File: src/rtl/regs_sb_file.sv
// regs_sb_file: CPU register file with a per-register busy scoreboard.
//
// Two combinational read ports, one synchronous write port, r0 hardwired
// to zero. Each register carries a busy bit that is set when an
// instruction with that destination issues and cleared when its result is
// written back, so decode can detect load-use and multi-cycle hazards.
//
// Optional feature macro: REGS_BYPASS_EN
//   defined   - a write-back in flight this cycle is forwarded to a
//               matching read port (data = Wt_data, busy = 0).
//   undefined - reads see the register array only; a write becomes
//               visible the cycle after its clock edge.
//
// Ports:
//   clk, rst              clock; synchronous active-high reset
//   L_S, Wt_addr, Wt_data write-back port (write enable, address, data)
//   R_addr_A/B            read addresses
//   Set_busy, Busy_addr   issue port: mark Busy_addr as pending
//   rdata_A/B             read data (combinational)
//   busy_A/B              read address has an outstanding producer
//   busy_cnt              registered number of busy registers
module regs_sb_file #(
    parameter int                DATA_W  = 32,
    parameter int                ADDR_W  = 5,
    parameter logic [DATA_W-1:0] RST_VAL = '0
) (
    input  logic              clk,
    input  logic              rst,
    input  logic              L_S,
    input  logic [ADDR_W-1:0] Wt_addr,
    input  logic [DATA_W-1:0] Wt_data,
    input  logic [ADDR_W-1:0] R_addr_A,
    input  logic [ADDR_W-1:0] R_addr_B,
    input  logic              Set_busy,
    input  logic [ADDR_W-1:0] Busy_addr,
    output logic [DATA_W-1:0] rdata_A,
    output logic [DATA_W-1:0] rdata_B,
    output logic              busy_A,
    output logic              busy_B,
    output logic [ADDR_W:0]   busy_cnt
);

    localparam int NREG = 2 ** ADDR_W;

    logic [DATA_W-1:0] regs_q [NREG];
    logic [DATA_W-1:0] regs_d [NREG];
    logic [NREG-1:0]   busy_q, busy_d;
    logic [ADDR_W:0]   busy_cnt_q, busy_cnt_d;

    logic wr_en, set_en, cnt_inc, cnt_dec;

    assign wr_en  = L_S && (Wt_addr != '0);
    assign set_en = Set_busy && (Busy_addr != '0);

    always_comb begin
        regs_d = regs_q;
        busy_d = busy_q;
        if (wr_en) begin
            regs_d[Wt_addr] = Wt_data;
            busy_d[Wt_addr] = 1'b0;
        end
        // Applied after the write so a same-address issue wins: the new
        // producer supersedes the one that is completing.
        if (set_en) begin
            busy_d[Busy_addr] = 1'b1;
        end
    end

    // Count tracks popcount(busy) incrementally: only a real 0->1 set or a
    // real 1->0 clear moves it. A clear that loses to a same-address set
    // does not count.
    always_comb begin
        cnt_inc    = set_en && !busy_q[Busy_addr];
        cnt_dec    = wr_en && busy_q[Wt_addr] && !(set_en && (Busy_addr == Wt_addr));
        busy_cnt_d = busy_cnt_q + (ADDR_W + 1)'(cnt_inc) - (ADDR_W + 1)'(cnt_dec);
    end

    always_ff @(posedge clk) begin
        if (rst) begin
            for (int i = 0; i < NREG; i++) begin
                regs_q[i] <= (i == 0) ? '0 : RST_VAL;
            end
            busy_q     <= '0;
            busy_cnt_q <= '0;
        end else begin
            regs_q     <= regs_d;
            busy_q     <= busy_d;
            busy_cnt_q <= busy_cnt_d;
        end
    end

    assign busy_cnt = busy_cnt_q;

`ifdef REGS_BYPASS_EN
    // wr_en already excludes r0, so r0 is never forwarded.
    logic byp_a, byp_b;
    assign byp_a = wr_en && (Wt_addr == R_addr_A);
    assign byp_b = wr_en && (Wt_addr == R_addr_B);

    always_comb begin
        rdata_A = (R_addr_A == '0) ? '0 : regs_q[R_addr_A];
        rdata_B = (R_addr_B == '0) ? '0 : regs_q[R_addr_B];
        busy_A  = (R_addr_A != '0) && busy_q[R_addr_A];
        busy_B  = (R_addr_B != '0) && busy_q[R_addr_B];
        if (byp_a) begin
            rdata_A = Wt_data;
            busy_A  = 1'b0;
        end
        if (byp_b) begin
            rdata_B = Wt_data;
            busy_B  = 1'b0;
        end
    end
`else
    always_comb begin
        rdata_A = (R_addr_A == '0) ? '0 : regs_q[R_addr_A];
        rdata_B = (R_addr_B == '0) ? '0 : regs_q[R_addr_B];
        busy_A  = (R_addr_A != '0) && busy_q[R_addr_A];
        busy_B  = (R_addr_B != '0) && busy_q[R_addr_B];
    end
`endif

endmodule

File: config.mk
export PLATFORM = sky130hd
export DESIGN_NAME = regs_sb_file
export DESIGN_NICKNAME = d
export VERILOG_FILES = /design/src/rtl/regs_sb_file.sv
export SDC_FILE = /design/constraint.sdc
export NUM_CORES = 2
export LEC_CHECK = 0
export CAP_MARGIN = 25
export CORE_ASPECT_RATIO = 0.8
export CORE_UTILIZATION = 24
export DETAILED_ROUTE_END_ITERATION = 8
export PLACE_DENSITY_LB_ADDON = 0.15
export SLEW_MARGIN = 25
export SYNTH_ARGS = -nofsm -noshare
export SYNTH_HDL_FRONTEND = slang
export SYNTH_SLANG_ARGS = --single-unit
File: constraint.sdc
create_clock -name clk -period 7.7 [get_ports clk]
set_clock_uncertainty 0.15 [all_clocks]
set_input_delay 1.925 -clock clk [delete_from_list [all_inputs] [get_ports clk]]
set_output_delay 1.925 -clock clk [all_outputs]
set_load 0.01 [all_outputs]
==> metrics.txt <==
layout cell share with drive strength beyond 1 0.1793; crit share post-route 0.9289; die area 0.2267 mm^2; drt wl/cell 28.31 um; floorplan row count 155; I/O Buffers 127; sequence of cells on the critical path buf_4 -> buf_12 -> or3_1 -> buf_4 -> o221ai_1 -> a221oi_1 -> buf_4 -> clkdlybuf4s50_1; HPWL after detailed placement 151,400 um; initial DRC count 5,261; outcome finished, violations left; peak supply drop 0.1891 mV; clock tree buffer depth 3; CP max stage cell a221oi_1; Tmin final 7.153 ns; leading area contributor after synthesis dfxtp_1; Root Driver clkbuf_16; net count after synthesis 6,040; post-CTS sizing 0; Logic pwr share 0.095; CTS tree yes; Post-synth EDFFs 0; pwr dens 206.3 mW/mm^2; Syn. warnings 0; drt total wl 251,500 um; most common cell after layout, fill and taps aside nand2_1; Final Util 0.2807; Setup CP Type input port to primary output; via count 47.26k; ys async rst share 0; Pint 9.507 mW; synth top area cells dfxtp_1 (39%), mux4_2 (21%), nand2_1 (14%), a21oi_1 (9.2%), clkbuf_1 (2.7%); Hold Path Class register to register; fill count 23.49k; Area growth syn-to-layout 16.14%; synthesized area 0.05395 mm^2; sequential share of power 0.432; RSZ-0062 raised after global routing false; # Max-Cap Violations 0; top-area cell type share of the netlist area 0.3941; Crit path top cell by count buf_4; Die Height 426.1 um; CP endpoint kind primary output; initial core utilization 0.2417; Reg2Reg Setup Slack 4.40 ns; most frequent cells in the layout nand2_1 (2,021), dfxtp_1 (1,062), a21oi_1 (993), mux4_2 (506), buf_4 (159); Critical Path Source Type input port; Placeable Area 0.2232 mm^2; CP max FO 28; switching power 3.415 mW; DRC Markers 54; vias per cell 5.320; Detail Route Antenna Nets 0; CTS Buf Count 113; Overflow after GRT 0; leak pwr 19.99 nW; final setup violation count 0; Final nets 5,866; Skew-Pair Late Insertion Delay 0.77 ns; Global Route Usage Sum 0.2172; drt pass-1 iters 8; global-route wire length before repair 354,500 um; commonest register cell after synthesis dfxtp_1; Storage cell area 0.02126 mm^2; Worst-path clk slew 0.06 ns; Max Slew Vio Count 0; Placer Congestion 0.8111; violated checks DRC; syn avg cell area 9.026 um^2; chip width 532.1 um; register bit total from synthesis 1,062; largest net degree at the start of global routing 200; Clk pwr share 0.473; Fin Setup TNS 0 ns; switching share of power 0.2643; htree depth 3; synth unique cells 50; hold slack final 0.3135 ns; CTS Sinks 1,062; Setup Fix Bufs, Post-CTS 0; I/O pin count 128; register area share after synthesis 0.3941; Worst slew margin 0.09316; number of global-route vias before repair 44.78k; delay of the slowest cell on the worst path 0.70 ns; Mapped Cells 5,977; Fmax 139.8 MHz; critical path arrival 5.08 ns; Least-Margin Pin Slew 1.360 ns; # hold bufs at CTS 0; initial antenna violation count 7; Multi-input gate area 0.03019 mm^2; required time worst endpoint 5.62 ns; number of hold violations in the final report 0
path summary, 6_finish.rpt:
kind,end,start,depth (start not counted)
min,regs_q[428]$_SDFFE_PP0P_,regs_q[428]$_SDFFE_PP0P_,2
max,rdata_B[8],R_addr_B[3],8
max reg2reg,busy_cnt[4]$_SDFF_PP0_,busy_q[31]$_SDFF_PP0_,13
min reg2reg,regs_q[428]$_SDFFE_PP0P_,regs_q[428]$_SDFFE_PP0P_,2
cell type report:
type | instances | area share
repair buffers | 324 | 0.05228
flip-flops and latches | 1062 | 0.3393
diodes | 5 | 0.0001997
inverters | 43 | 0.002576
multi-input cells | 4259 | 0.4819
clock inverters | 40 | 0.01042
clock buffers | 168 | 0.05372
well taps | 2983 | 0.05957
cell usage after synthesis (24+ instances only):
| cell | n |
|---|---|
| dfxtp_1 | 1062 |
| clkbuf_1 | 381 |
| a22oi_1 | 75 |
| and3_1 | 37 |
| a22o_1 | 28 |
| nand3_1 | 37 |
| mux4_2 | 506 |
| mux2i_1 | 100 |
| buf_6 | 24 |
| mux2_2 | 76 |
| a211o_1 | 28 |
| nand2_1 | 2053 |
| nor2b_1 | 39 |
| a21oi_1 | 993 |
| clkinv_1 | 33 |
| buf_2 | 178 |
| a221oi_1 | 63 |
| nor2_1 | 70 |
| o221ai_1 | 61 |
logic make-up (layout without fill, tap and decap cells):
logic type | count (synthesis) | in the layout | share of synthesized area
buffers and inverters | 656 | 575 | 0.05416
AO/OA/AOI/OAI | 1272 | 1272 | 0.1357
flip-flops | 1062 | 1062 | 0.3941
AND/OR/NAND/NOR | 2291 | 2291 | 0.1675
other | 0 | 5 | 0
XOR/XNOR | 7 | 7 | 0.001136
adder cells (fa/ha/maj) | 7 | 7 | 0.001763
multiplexers | 682 | 682 | 0.2457
registers in the layout, summed over array words and instances, names as in the netlist:
name and flops:
busy_q 32, busy_cnt 6, regs_q 1024
per-stage QoR:
step / instances / cell area [um^2] / power (mW) / worst slack (ns)
3_3_place_gp: 8668 / 58540 / 6.930 / 0.4845
6_report: 8884 / 62650 / 12.92 / 0.5471
2_1_floorplan: 5977 / 53950 / 6.388 / 2.082
4_1_cts: 8878 / 62610 / 13.03 / 0.5877
5_1_grt: 8879 / 62640 / 13.31 / 0.5260
3_5_place_dp: 8670 / 58590 / 6.934 / 0.5972
metal layers:
layer | routed length, um | part of all wire | GRT usage | vias up
met5 | 0 | 0 | 0 | -
met4 | 6987 | 0.028 | 0.05897 | 0
met3 | 17740 | 0.071 | 0.03342 | 317
met2 | 110300 | 0.44 | 0.3314 | 2007
met1 | 116500 | 0.46 | 0.3157 | 24212
li1 | - | - | - | 20724
power groups by stage:
stage | sequential [mW] | combinational, mW | clock (mW)
after global routing | 5.59 | 1.29 | 6.44
after floorplan | 5.70 | 0.692 | 0
after detailed placement | 5.70 | 1.23 | 0
after CTS | 5.58 | 1.23 | 6.21
after global placement | 5.70 | 1.23 | 0
final | 5.58 | 1.23 | 6.11
worst max-delay path: cells and delay by family:
kind            cells  cell delay [ns]
simple gates        1             0.59
compound gates      2             0.81
buf+inv             5             1.70
Note: power is estimated with default switching activity, not from simulation.
